### src/rtl/fifo_pkg.sv
// Shared definitions for the fifo_memory family: default sizes, word type,
// output-buffer occupancy encoding and the read-side pop admission rule.
package fifo_pkg;

    localparam int unsigned DEFAULT_DATA_WIDTH = 8;
    localparam int unsigned DEFAULT_ADDR_WIDTH = 4;

    typedef logic [DEFAULT_DATA_WIDTH-1:0] fifo_word_t;

    typedef enum logic [1:0] {
        BUF_EMPTY = 2'd0,
        BUF_ONE   = 2'd1,
        BUF_FULL  = 2'd2
    } buf_state_t;

    // Room exists when buffered + in-flight words, less the one leaving now, is below 2.
    function automatic logic has_room(input logic [1:0] count,
                                      input logic       inflight,
                                      input logic       pop);
        logic [2:0] occupancy;
        occupancy = {1'b0, count} + {2'b00, inflight} - {2'b00, pop};
        return occupancy < 3'd2;
    endfunction

endpackage

### src/rtl/fifo_stream_reader_buffer.sv
// Two-entry output register buffer: head drives the stream, tail holds the
// second word; occupancy is the state of a small two-process FSM.
module stream_out_buffer
    import fifo_pkg::*;
#(
    parameter int unsigned DATA_WIDTH = DEFAULT_DATA_WIDTH
) (
    input  logic                  clk,
    input  logic                  rstn,
    input  logic                  push,
    input  logic [DATA_WIDTH-1:0] push_data,
    input  logic                  pop,
    output logic [DATA_WIDTH-1:0] head_data,
    output logic                  valid,
    output logic [1:0]            count
);

    buf_state_t            state_q, state_d;
    logic [DATA_WIDTH-1:0] head_q, head_d;
    logic [DATA_WIDTH-1:0] tail_q, tail_d;

    always_ff @(posedge clk or negedge rstn) begin
        if (!rstn) begin
            state_q <= BUF_EMPTY;
            head_q  <= '0;
            tail_q  <= '0;
        end else begin
            state_q <= state_d;
            head_q  <= head_d;
            tail_q  <= tail_d;
        end
    end

    always_comb begin
        state_d = state_q;
        head_d  = head_q;
        tail_d  = tail_q;
        unique case (state_q)
            BUF_EMPTY: begin
                if (push) begin
                    head_d  = push_data;
                    state_d = BUF_ONE;
                end
            end
            BUF_ONE: begin
                // Simultaneous push and pop: the new word becomes head, count stays 1.
                if (push && pop) begin
                    head_d = push_data;
                end else if (push) begin
                    tail_d  = push_data;
                    state_d = BUF_FULL;
                end else if (pop) begin
                    state_d = BUF_EMPTY;
                end
            end
            BUF_FULL: begin
                if (pop) begin
                    head_d = tail_q;
                    if (push) begin
                        tail_d = push_data;
                    end else begin
                        state_d = BUF_ONE;
                    end
                end
            end
            default: state_d = BUF_EMPTY;
        endcase
    end

    assign head_data = head_q;
    assign valid     = (state_q != BUF_EMPTY);
    assign count     = state_q;

endmodule

### src/rtl/fifo_stream_reader.sv
// Read-side consumer for fifo_memory: issues pops, tracks the word in flight
// through the 1-cycle read latency, and presents a valid/ready stream.
module fifo_stream_reader
    import fifo_pkg::*;
#(
    parameter int unsigned DATA_WIDTH = DEFAULT_DATA_WIDTH,
    parameter int unsigned CNT_WIDTH  = 16
) (
    input  logic                  clk,
    input  logic                  rstn,
    input  logic                  enable,
    input  logic                  fifo_empty,
    output logic                  fifo_read_enable,
    input  logic [DATA_WIDTH-1:0] fifo_read_data,
    output logic                  m_valid,
    input  logic                  m_ready,
    output logic [DATA_WIDTH-1:0] m_data,
    output logic [CNT_WIDTH-1:0]  xfer_count
);

    logic       inflight_q;
    logic [1:0] buf_count;
    logic       pop_out;

    assign pop_out = m_valid && m_ready;

    // rstn gates the pop so nothing is requested while the buffer is held in reset.
    assign fifo_read_enable = rstn && enable && !fifo_empty
                              && has_room(buf_count, inflight_q, pop_out);

    always_ff @(posedge clk or negedge rstn) begin
        if (!rstn) begin
            inflight_q <= 1'b0;
        end else begin
            inflight_q <= fifo_read_enable;
        end
    end

    always_ff @(posedge clk or negedge rstn) begin
        if (!rstn) begin
            xfer_count <= '0;
        end else if (pop_out) begin
            xfer_count <= xfer_count + 1'b1;
        end
    end

    stream_out_buffer #(
        .DATA_WIDTH(DATA_WIDTH)
    ) u_buf (
        .clk      (clk),
        .rstn     (rstn),
        .push     (inflight_q),
        .push_data(fifo_read_data),
        .pop      (pop_out),
        .head_data(m_data),
        .valid    (m_valid),
        .count    (buf_count)
    );

endmodule

### config.mk
export PLATFORM = sky130hd
export DESIGN_NAME = fifo_stream_reader
export DESIGN_NICKNAME = d
export VERILOG_FILES = /design/src/rtl/fifo_pkg.sv /design/src/rtl/fifo_stream_reader_buffer.sv /design/src/rtl/fifo_stream_reader.sv
export SDC_FILE = /design/constraint.sdc
export NUM_CORES = 1
export LEC_CHECK = 0
export BUFFER_PORTS_ARGS = -buffer_cell sky130_fd_sc_hd__buf_2
export CAP_MARGIN = 5
export CORE_AREA = 2 2 60 62
export DETAILED_ROUTE_END_ITERATION = 10
export DIE_AREA = 0 0 62 64
export GPL_TIMING_DRIVEN = 0
export PLACE_DENSITY = 0.83
export REMOVE_ABC_BUFFERS = 1
export SKIP_LAST_GASP = 1
export SLEW_MARGIN = 20
export SYNTH_ARGS = -nofsm -noshare
export SYNTH_HDL_FRONTEND = slang
export SYNTH_SLANG_ARGS = --single-unit
### constraint.sdc
create_clock -name clk -period 3.15 [get_ports clk]
set_clock_uncertainty 0.2 [all_clocks]
set_input_delay 0.4725 -clock clk [delete_from_list [all_inputs] [get_ports clk]]
set_output_delay 0.4725 -clock clk [all_outputs]
set_load 0.05 [all_outputs]
==> results of run 1 <==
## worst register-to-register path: stages, from the launching register on
cell	delay [ns]
dfrtp_1	0.49
nor2b_4	0.15
and2_4	0.18
o21ai_0	0.12
fa_1	0.50
nand4b_1	0.09
nor2_1	0.16
## through the flow
| step | setup slack [ns] | total power [mW] | area, um^2 | hold WS, ns | std cells |
|---|---|---|---|---|---|
| floorplan | -0.2696 | 1.033 | 1657 | -0.02309 | 134 |
| global placement | -0.2980 | 1.145 | 1904 | 0.2596 | 218 |
| detailed placement | -0.3816 | 1.174 | 1904 | 0.2716 | 218 |
| CTS | 0.08356 | 1.420 | 1978 | 0.009998 | 227 |
| global route | 0.03258 | 1.496 | 2008 | 0.02166 | 231 |
| finish | 0.1786 | 1.406 | 2008 | -0.003349 | 231 |
## cell usage after synthesis
| library cell | number | area share [%] |
|---|---|---|
| nor3_2 | 2 | 1.2 |
| nand2_1 | 12 | 2.7 |
| nand4b_1 | 1 | 0.53 |
| nor2b_1 | 5 | 1.9 |
| ha_1 | 1 | 0.75 |
| nor2_1 | 6 | 1.4 |
| nor4_1 | 1 | 0.38 |
| inv_1 | 3 | 0.68 |
| buf_2 | 2 | 0.60 |
| o21ai_0 | 4 | 1.2 |
| o21a_2 | 1 | 0.53 |
| o21ai_2 | 1 | 0.53 |
| a21oi_1 | 1 | 0.30 |
| nand3_1 | 2 | 0.60 |
| o21ai_4 | 1 | 0.98 |
| nand4_4 | 1 | 1.3 |
| nand2b_1 | 2 | 0.75 |
| o21ai_1 | 2 | 0.60 |
| nand4_1 | 3 | 1.1 |
| or2_2 | 2 | 0.75 |
| fa_1 | 1 | 1.2 |
| or3_1 | 2 | 0.75 |
| nor4_2 | 1 | 0.75 |
| dfrtp_1 | 35 | 53 |
| xor2_1 | 5 | 2.6 |
| nor3_1 | 3 | 0.90 |
| xnor2_1 | 11 | 5.8 |
| mux2_1 | 8 | 5.4 |
| mux2_2 | 16 | 11 |
| and2_4 | 1 | 0.53 |
## cell type report
type                       instances  area [um^2]  area share, %
clock buffer                       5        37.54          1.869
clock inverter                     3        20.02         0.9969
inverter                           3        11.26         0.5607
multi-input combinational         96        777.0          38.69
sequential                        35        877.1          43.68
tap                               46        57.56          2.866
timing repair buffer              43        227.7          11.34
## report_power, final
group	internal, mW	total [mW]	switching (mW)
Sequential	0.556	0.644	0.0880
Combinational	0.153	0.517	0.364
Clock	0.0852	0.245	0.160
Total	0.794	1.41	0.612
## sequential cells by signal, indices dropped and copies added (netlist names)
| name | count |
|---|---|
| inflight_q | 1 |
| xfer_count | 16 |
| u_buf.head_data | 8 |
| u_buf.tail_q | 8 |
| u_buf.count | 2 |
## final timing paths
check	endpoint	cells after the start	start	slack (ns)
min in group clk	u_buf.tail_q[0]$_DFFE_PN0P_	2	fifo_read_data[0]	0.14
worst max register to register	inflight_q$_DFF_PN0_	6	u_buf.count[0]$_DFFE_PN0P_	1.19
max in group asynchronous	u_buf.count[1]$_DFFE_PN0P_	1	rstn	2.22
worst max-delay path	fifo_read_enable	7	u_buf.count[0]$_DFFE_PN0P_	0.18
worst min-delay path	u_buf.tail_q[1]$_DFFE_PN0P_	1	rstn	-0.003
worst min register to register	xfer_count[15]$_DFFE_PN0P_	1	xfer_count[15]$_DFFE_PN0P_	0.29
## layout by cell type (no fill, tap or decap), types with 5 or more instances in the layout
master / count
buf_2: 38
buf_4: 5
clkbuf_4: 5
dfrtp_1: 34
mux2_1: 8
mux2_2: 16
nand2_1: 12
nor2_1: 6
xnor2_1: 11
xor2_1: 5
## cell families (layout without fill, tap and decap cells)
group | count (synthesis) | in the layout | share of synthesized area (%)
mux | 24 | 24 | 16.22
compound gates | 10 | 10 | 4.129
buf+inv | 5 | 54 | 1.276
fa+ha+maj | 2 | 2 | 1.952
xor+xnor | 16 | 16 | 8.408
flops | 35 | 35 | 52.55
simple gates | 44 | 44 | 15.47
## metal layers
layer | routed length [um] | GRT usage [%]
met2 | 1679 | 32.42
met4 | 37 | 5.585
met3 | 139 | 4.858
met5 | 0 | 0
met1 | 1381 | 23.40
## repair_timing
item | 4_1_cts | 5_1_grt
endpoints found under the setup margin | 1 | 1
resized for setup | 3 | 0
endpoints found under the hold margin | 0 | 0
setup buffers | 1 | 4
==> reports/results.ini, run 1 <==
[sta]
slew_headroom_pct=47.48
min_period_ns=2.971
report.final.hold_viol_count=8
holdWs_ns=-0.003349
period_share_pct=94.33
drv_slew=0
worstMarginPinSlew_ns=0.7878
finalSetupViolCount=0
rsz0062_at_grt=no
tns_ns=0
max_freq_ghz=0.3365

[floorplan]
dieArea_mm2=0.003968
initial_core_util_pct=50.74
rows=21
die_y_um=64
core_area_mm2=0.003284
pin_count=39
die_w_um=62

[drt]
drtIter0Drc=43
routed_wirelength_mm=3.236
via_per_inst=5.087
postRouteAntennaNets=0
wire_per_inst_um=14.01
vias=1175
drcViolationCount=0
dr.pass1.iters=4

[run_status]
status=finished, violations left
violations=hold timing

[setup_path]
cpPeakStageDelay_ns=0.50
crit_buf_inv=1
cp-start-kind=flip-flop
crit_family=simple AND/OR/NAND/NOR gates
cp-end-kind=output port
arrival_ns=2.30
crit_slowest_cell=fa_1
critPathKind=flip-flop to output port
cp_max_fo=9
cp_data_required_time_ns=2.48
path_cells=nor2b_4 -> and2_4 -> o21ai_0 -> fa_1 -> nand4b_1 -> nor2_1 -> buf_2

[global_routing]
grt_first_pass_wirelength_mm=5.637
grt_max_degree=37
overflow=0
grt_antenna_before_repair=0
grt_use_total_pct=19.16
grt_pass1_vias=1271

[place]
io_buffers=38
globalplace.congestion=0.7413
hpwl_mm=2.381

[job]
drv_cap=0

[final_layout]
final_layout_size_suffix_gt1_share_pct=42.70
n_antenna_cell=0
utilization_pct=61.14
syn2layout_area_growth_pct=20.50
nets=199
num-fill-cells=269

[clocking]
clk_path_buf_depth=2
clkTransAtPathRegs_ns=0.12
h-tree-depth=2
tritoncts=yes
numCtsBuffers=5
cts_hold_buf=0
cts_sinks=35
cts_root_buf=clkbuf_4
clock_latency_ns=0.34

[logic_synthesis]
synth_cell_types=30
ys_ff_latch=35
yosysWarnings=0
synth_area_mm2=0.001667
avgSynthCellArea_um2=12.25
syn-instance-count=136
synth-seq-area-share_pct=52.55

[power]
p_per_area_mw_per_mm2=700.2
ir_drop_uv=358.6
power_leakage_nw=0.9541

[min_path]
hold_path_class=input pin to asynchronous set/reset pin

(Power assumes the default switching activity.)
==> run 2, diff against run 1 <==
- CTS_CLUSTER_DIAMETER: unset -> 200
- REMOVE_ABC_BUFFERS: 1 -> unset
==> run 2 against run 1 <==
The run now ends clean. Final cell count is 1.3% lower. Clock power hardly changed. Worst hold slack better by 0.0077 ns. Count of clock-buffer cells in the layout is 1 higher. Critical path depth is 1 higher. Flip-flop and latch count stayed put. Core utilization is 0.50 points lower. Combinational power hardly changed.
==> reports/results.ini, run 2 (synthesized netlist as in run 1, its figures left out) <==
[power]
p_per_area_mw_per_mm2=705.8
power_mw=1.406
power_leakage_nw=0.9533
ir_drop_uv=353.3

[final_layout]
largest_register=xfer_count
final_layout_size_suffix_gt1_share_pct=41.76
n_antenna_cell=0
nets=197
largest_reg_flops=16
final_cell_mix=buf_2, dfrtp_1, mux2_2
final_common_cell=buf_2
syn2layout_area_growth_pct=19.52

[sta]
report.final.hold_viol_count=0
slew_headroom_pct=48.75
worstMarginPinSlew_ns=0.7687
period_share_pct=94.98
max_freq_ghz=0.3342
min_period_ns=2.992
finalSetupViolCount=0
tns_ns=0
drv_slew=0
rsz0062_at_grt=no

[setup_path]
arrival_ns=2.32
cp_max_fo=10
critPathKind=flip-flop to output port
cp_data_required_time_ns=2.48
path_cells=buf_4 -> nor2b_2 -> and2_4 -> o21ai_0 -> fa_1 -> nand4b_1 -> nor2_2 -> buf_6
cp-start-kind=flip-flop
crit_slowest_cell=fa_1
cpPeakStageDelay_ns=0.50
cp-end-kind=output port

[drt]
vias=1210
routed_wirelength_mm=3.152
via_per_inst=5.307
drtIter0Drc=17
postRouteAntennaNets=0
wire_per_inst_um=13.82
drcViolationCount=0
dr.pass1.iters=4

[place]
globalplace.congestion=0.7197
hpwl_mm=2.338
io_buffers=38

[clocking]
cts_hold_buf=0
clkTransAtPathRegs_ns=0.10
h-tree-depth=2
numCtsBuffers=5
clock_latency_ns=0.33
clk_path_buf_depth=2
tritoncts=yes
cts_root_buf=clkbuf_4
cts_sinks=35

[global_routing]
grt_max_degree=37
grt_use_total_pct=18.26
met3_usage_pct=5.870
grt-busiest-layer=met2
overflow=0
grt_antenna_before_repair=0
use_met2_pct=31.38
met1_usage_pct=20.58
grt_first_pass_wirelength_mm=5.340
grt_pass1_vias=1249

[floorplan]
core_area_mm2=0.003284
initial_core_util_pct=50.74
die_y_um=64
die_w_um=62
dieArea_mm2=0.003968
pin_count=39
rows=21

[logic_synthesis]
syn-num-nets=151

[min_path]
hold_path_class=input pin to asynchronous set/reset pin

[job]
drv_cap=0

[run_status]
status=finished, final reports clean

run 2: power by group:
group | total, mW | switching, mW | internal [mW]
logic | 0.518 | 0.365 | 0.153
registers | 0.644 | 0.0879 | 0.556
clock network | 0.244 | 0.140 | 0.103
total | 1.41 | 0.594 | 0.812
run 2: through the flow:
| step | util, % | cell area (um^2) | worst slack [ns] | hold WS (ns) | std cells |
|---|---|---|---|---|---|
| after floorplan | - | 1667 | 0.1856 | -0.02309 | 136 |
| after global placement | 58.29 | 1914 | 0.3867 | 0.2612 | 220 |
| after detailed placement | 58.29 | 1914 | 0.2407 | 0.2662 | 220 |
| after CTS | 60.23 | 1978 | 0.03702 | 0.02239 | 227 |
| after global routing | 60.65 | 1992 | 0.001202 | 0.06293 | 228 |
| final | 60.65 | 1992 | 0.1580 | 0.004364 | 228 |
run 2: per-layer routing:
layer,share of wire [%],up-vias,wire length (um)
li1,-,558,-
met1,40,598,1276
met2,52,42,1626
met3,5.5,12,173
met4,2.4,0,75
met5,0,-,0
run 2: what timing repair did:
item,4_1_cts,5_1_grt
endpoints found under the setup margin,1,1
buffers inserted,0,1
pin swaps,0,1
gates resized for setup,3,2
run 2: final timing paths:
check,from,endpoint,slack (ns),depth (start not counted)
max,u_buf.count[1]$_DFFE_PN0P_,fifo_read_enable,0.16,8
min,rstn,u_buf.head_data[3]$_DFFE_PN0P_,0.004,1
max reg2reg,u_buf.count[1]$_DFFE_PN0P_,inflight_q$_DFF_PN0_,1.07,7
min reg2reg,xfer_count[15]$_DFFE_PN0P_,xfer_count[15]$_DFFE_PN0P_,0.27,1
max in group asynchronous,rstn,xfer_count[5]$_DFFE_PN0P_,2.25,1
min in group clk,fifo_read_data[4],u_buf.tail_q[4]$_DFFE_PN0P_,0.16,2
run 2: critical path: cells and delay by family (launching register included):
kind / cells / cell delay [ns]
AND/OR/NAND/NOR: 4 / 0.65
flip-flops: 1 / 0.36
AO/OA/AOI/OAI: 1 / 0.12
buffers and inverters: 2 / 0.35
adder cells (fa/ha/maj): 1 / 0.50
run 2: layout make-up:
class                      instances  area (um^2)
sequential                        35        875.8
clock buffer                       6        51.30
timing repair buffer              39        203.9
inverter                           3        11.26
multi-input combinational         96        774.5
buffer                             2        12.51
fill                             282         1292
tap                               46        57.56
clock inverter                     1        5.005
==> run 3, diff against run 2 <==
- CELL_PAD_IN_SITES_DETAIL_PLACEMENT: unset -> 1
- CELL_PAD_IN_SITES_GLOBAL_PLACEMENT: unset -> 2
- CORE_AREA: 2 2 60 62 -> 2 2 71 73
- DIE_AREA: 0 0 62 64 -> 0 0 73 75
- PLACE_DENSITY: 0.83 -> 0.87
- clock period: 3.15 -> 3.5 ns (I/O delays scaled with it)
==> run 3 against run 2 <==
Final cell count up 3.5%. Sequential power shrank 9.8%. Via count is 2.1% lower. Critical endpoint unchanged. Largest power group unchanged.
==> reports/results.ini, run 3 (synthesized netlist as in run 1, its figures left out) <==
[run_status]
status=finished, final reports clean

[sta]
rsz0062_at_grt=no
period_share_pct=94.29
finalSetupViolCount=0
min_period_ns=3.300
slew_headroom_pct=46.08
report.final.hold_viol_count=0
max_freq_ghz=0.3030
drv_slew=0
tns_ns=0
worstMarginPinSlew_ns=0.8088

[drt]
routed_wirelength_mm=3.713
drcViolationCount=0
drtIter0Drc=26
vias=1185
postRouteAntennaNets=0
wire_per_inst_um=15.73
via_per_inst=5.021
dr.pass1.iters=3

[global_routing]
overflow=0
grt_antenna_before_repair=0
grt_max_degree=37
grt_use_total_pct=14.96
grt_first_pass_wirelength_mm=6.272
grt_pass1_vias=1336

[final_layout]
largest_register=xfer_count
final_common_cell=buf_2
final_layout_size_suffix_gt1_share_pct=40.66
largest_reg_flops=16
nets=196
num-fill-cells=518
final_cell_mix=buf_2, dfrtp_1, mux2_2
syn2layout_area_growth_pct=20.50
n_antenna_cell=0

[clocking]
h-tree-depth=2
cts_hold_buf=0
tritoncts=yes
cts_root_buf=clkbuf_8
clock_latency_ns=0.28
numCtsBuffers=5
postCtsSetupBuffers=0
cts_sinks=35
clk_path_buf_depth=2
clkTransAtPathRegs_ns=0.07
cts_resized=0

[setup_path]
ff2ff_setup_slack_ns=1.21
cpMostUsedCell=buf_2
path_cells=buf_2 -> nor2b_1 -> and2_4 -> o21ai_0 -> fa_1 -> nand4b_1 -> nor2_1 -> buf_2
cp_max_fo=10
cpPeakStageDelay_ns=0.50
cp-start-kind=flip-flop
arrival_ns=2.58
cp_data_required_time_ns=2.77
cp-end-kind=output port
critPathKind=flip-flop to output port
crit_slowest_cell=fa_1

[place]
globalplace.congestion=0.7223
hpwl_mm=2.808
io_buffers=38

[power]
combPwrFrac_pct=35.3
power_leakage_nw=0.9598
p_sw_mw=0.5561
ir_drop_uv=169.1
clkPwrFrac_pct=21.0
seq_power_share_pct=43.7
switching_share_pct=41.85
p_per_area_mw_per_mm2=661.7
p_int_mw=0.7727
power_mw=1.329

[logic_synthesis]
syn-num-nets=151

[floorplan]
core_area_mm2=0.004661
pin_count=39
initial_core_util_pct=35.76
die_w_um=73
die_y_um=75
dieArea_mm2=0.005475
rows=25

[min_path]
hold_path_class=input pin to asynchronous set/reset pin

[job]
drv_cap=0

==> run 3: cell count changes in the layout (fill, tap and decap cells not counted) <==
cell,change
nor2b_1,+1
buf_2,+2
nor2b_2,-1
nor2_1,+1
buf_4,-2
buf_6,-1
clkbuf_8,+4
nor2_2,-1
clkinv_2,+2
clkbuf_4,-5
==> run 3: metrics by stage <==
stage / hold WS, ns / util [%] / cells / cell area, um^2 / setup slack [ns]
2_1_floorplan: 0.02941 / - / 136 / 1667 / 0.4831
3_3_place_gp: 0.2608 / 41.29 / 228 / 1924 / 0.6581
3_5_place_dp: 0.2655 / 41.29 / 228 / 1924 / 0.5044
4_1_cts: 0.1570 / 43.09 / 236 / 2008 / 0.1622
5_1_grt: 0.1986 / 43.09 / 236 / 2008 / 0.02295
6_report: 0.1326 / 43.09 / 236 / 2008 / 0.1998
==> run 3: cell type report <==
type                    count  area [um^2]  area share [%]
flip-flops and latches     35        875.8           43.61
multi-input cells          96        769.5           38.32
repair buffers             38        190.2           9.470
clock buffers               5        68.82           3.427
well taps                  54        67.56           3.364
clock inverters             3        15.01          0.7477
inverters                   3        11.26          0.5607
plain buffers               2        10.01          0.4984
==> run 3: worst paths after layout <==
kind | startpoint | endpoint | cells after the start
hold reg to reg | xfer_count[15]$_DFFE_PN0P_ | xfer_count[15]$_DFFE_PN0P_ | 1
setup / recovery | u_buf.count[1]$_DFFE_PN0P_ | fifo_read_enable | 8
setup reg to reg | u_buf.count[1]$_DFFE_PN0P_ | inflight_q$_DFF_PN0_ | 7
min in group clk | xfer_count[15]$_DFFE_PN0P_ | xfer_count[15]$_DFFE_PN0P_ | 1
hold / removal | rstn | u_buf.tail_q[2]$_DFFE_PN0P_ | 1
max in group asynchronous | rstn | u_buf.tail_q[7]$_DFFE_PN0P_ | 1
==> run 3: worst max-delay path, delay by kind of cell, from the launching register on <==
kind	cells	cell delay, ns
AO/OA/AOI/OAI	1	0.11
adder cells (fa/ha/maj)	1	0.50
buffers and inverters	2	0.53
flip-flops	1	0.37
AND/OR/NAND/NOR	4	0.78
==> run 3: power by group through the flow <==
stage	registers [mW]	logic [mW]	clock network (mW)
after CTS	0.582	0.476	0.295
after global placement	0.577	0.459	0
after floorplan	0.795	0.136	0
after global routing	0.597	0.497	0.311
after detailed placement	0.591	0.475	0
final	0.581	0.469	0.279
==> run 3: metal layers <==
metal / track usage, % / up-vias / wire length, um
met2: 27.53 / 32 / 1920
li1: - / 557 / -
met4: 3.704 / 0 / 52
met3: 4.016 / 7 / 162
met1: 17.25 / 589 / 1577
met5: 0 / - / 0
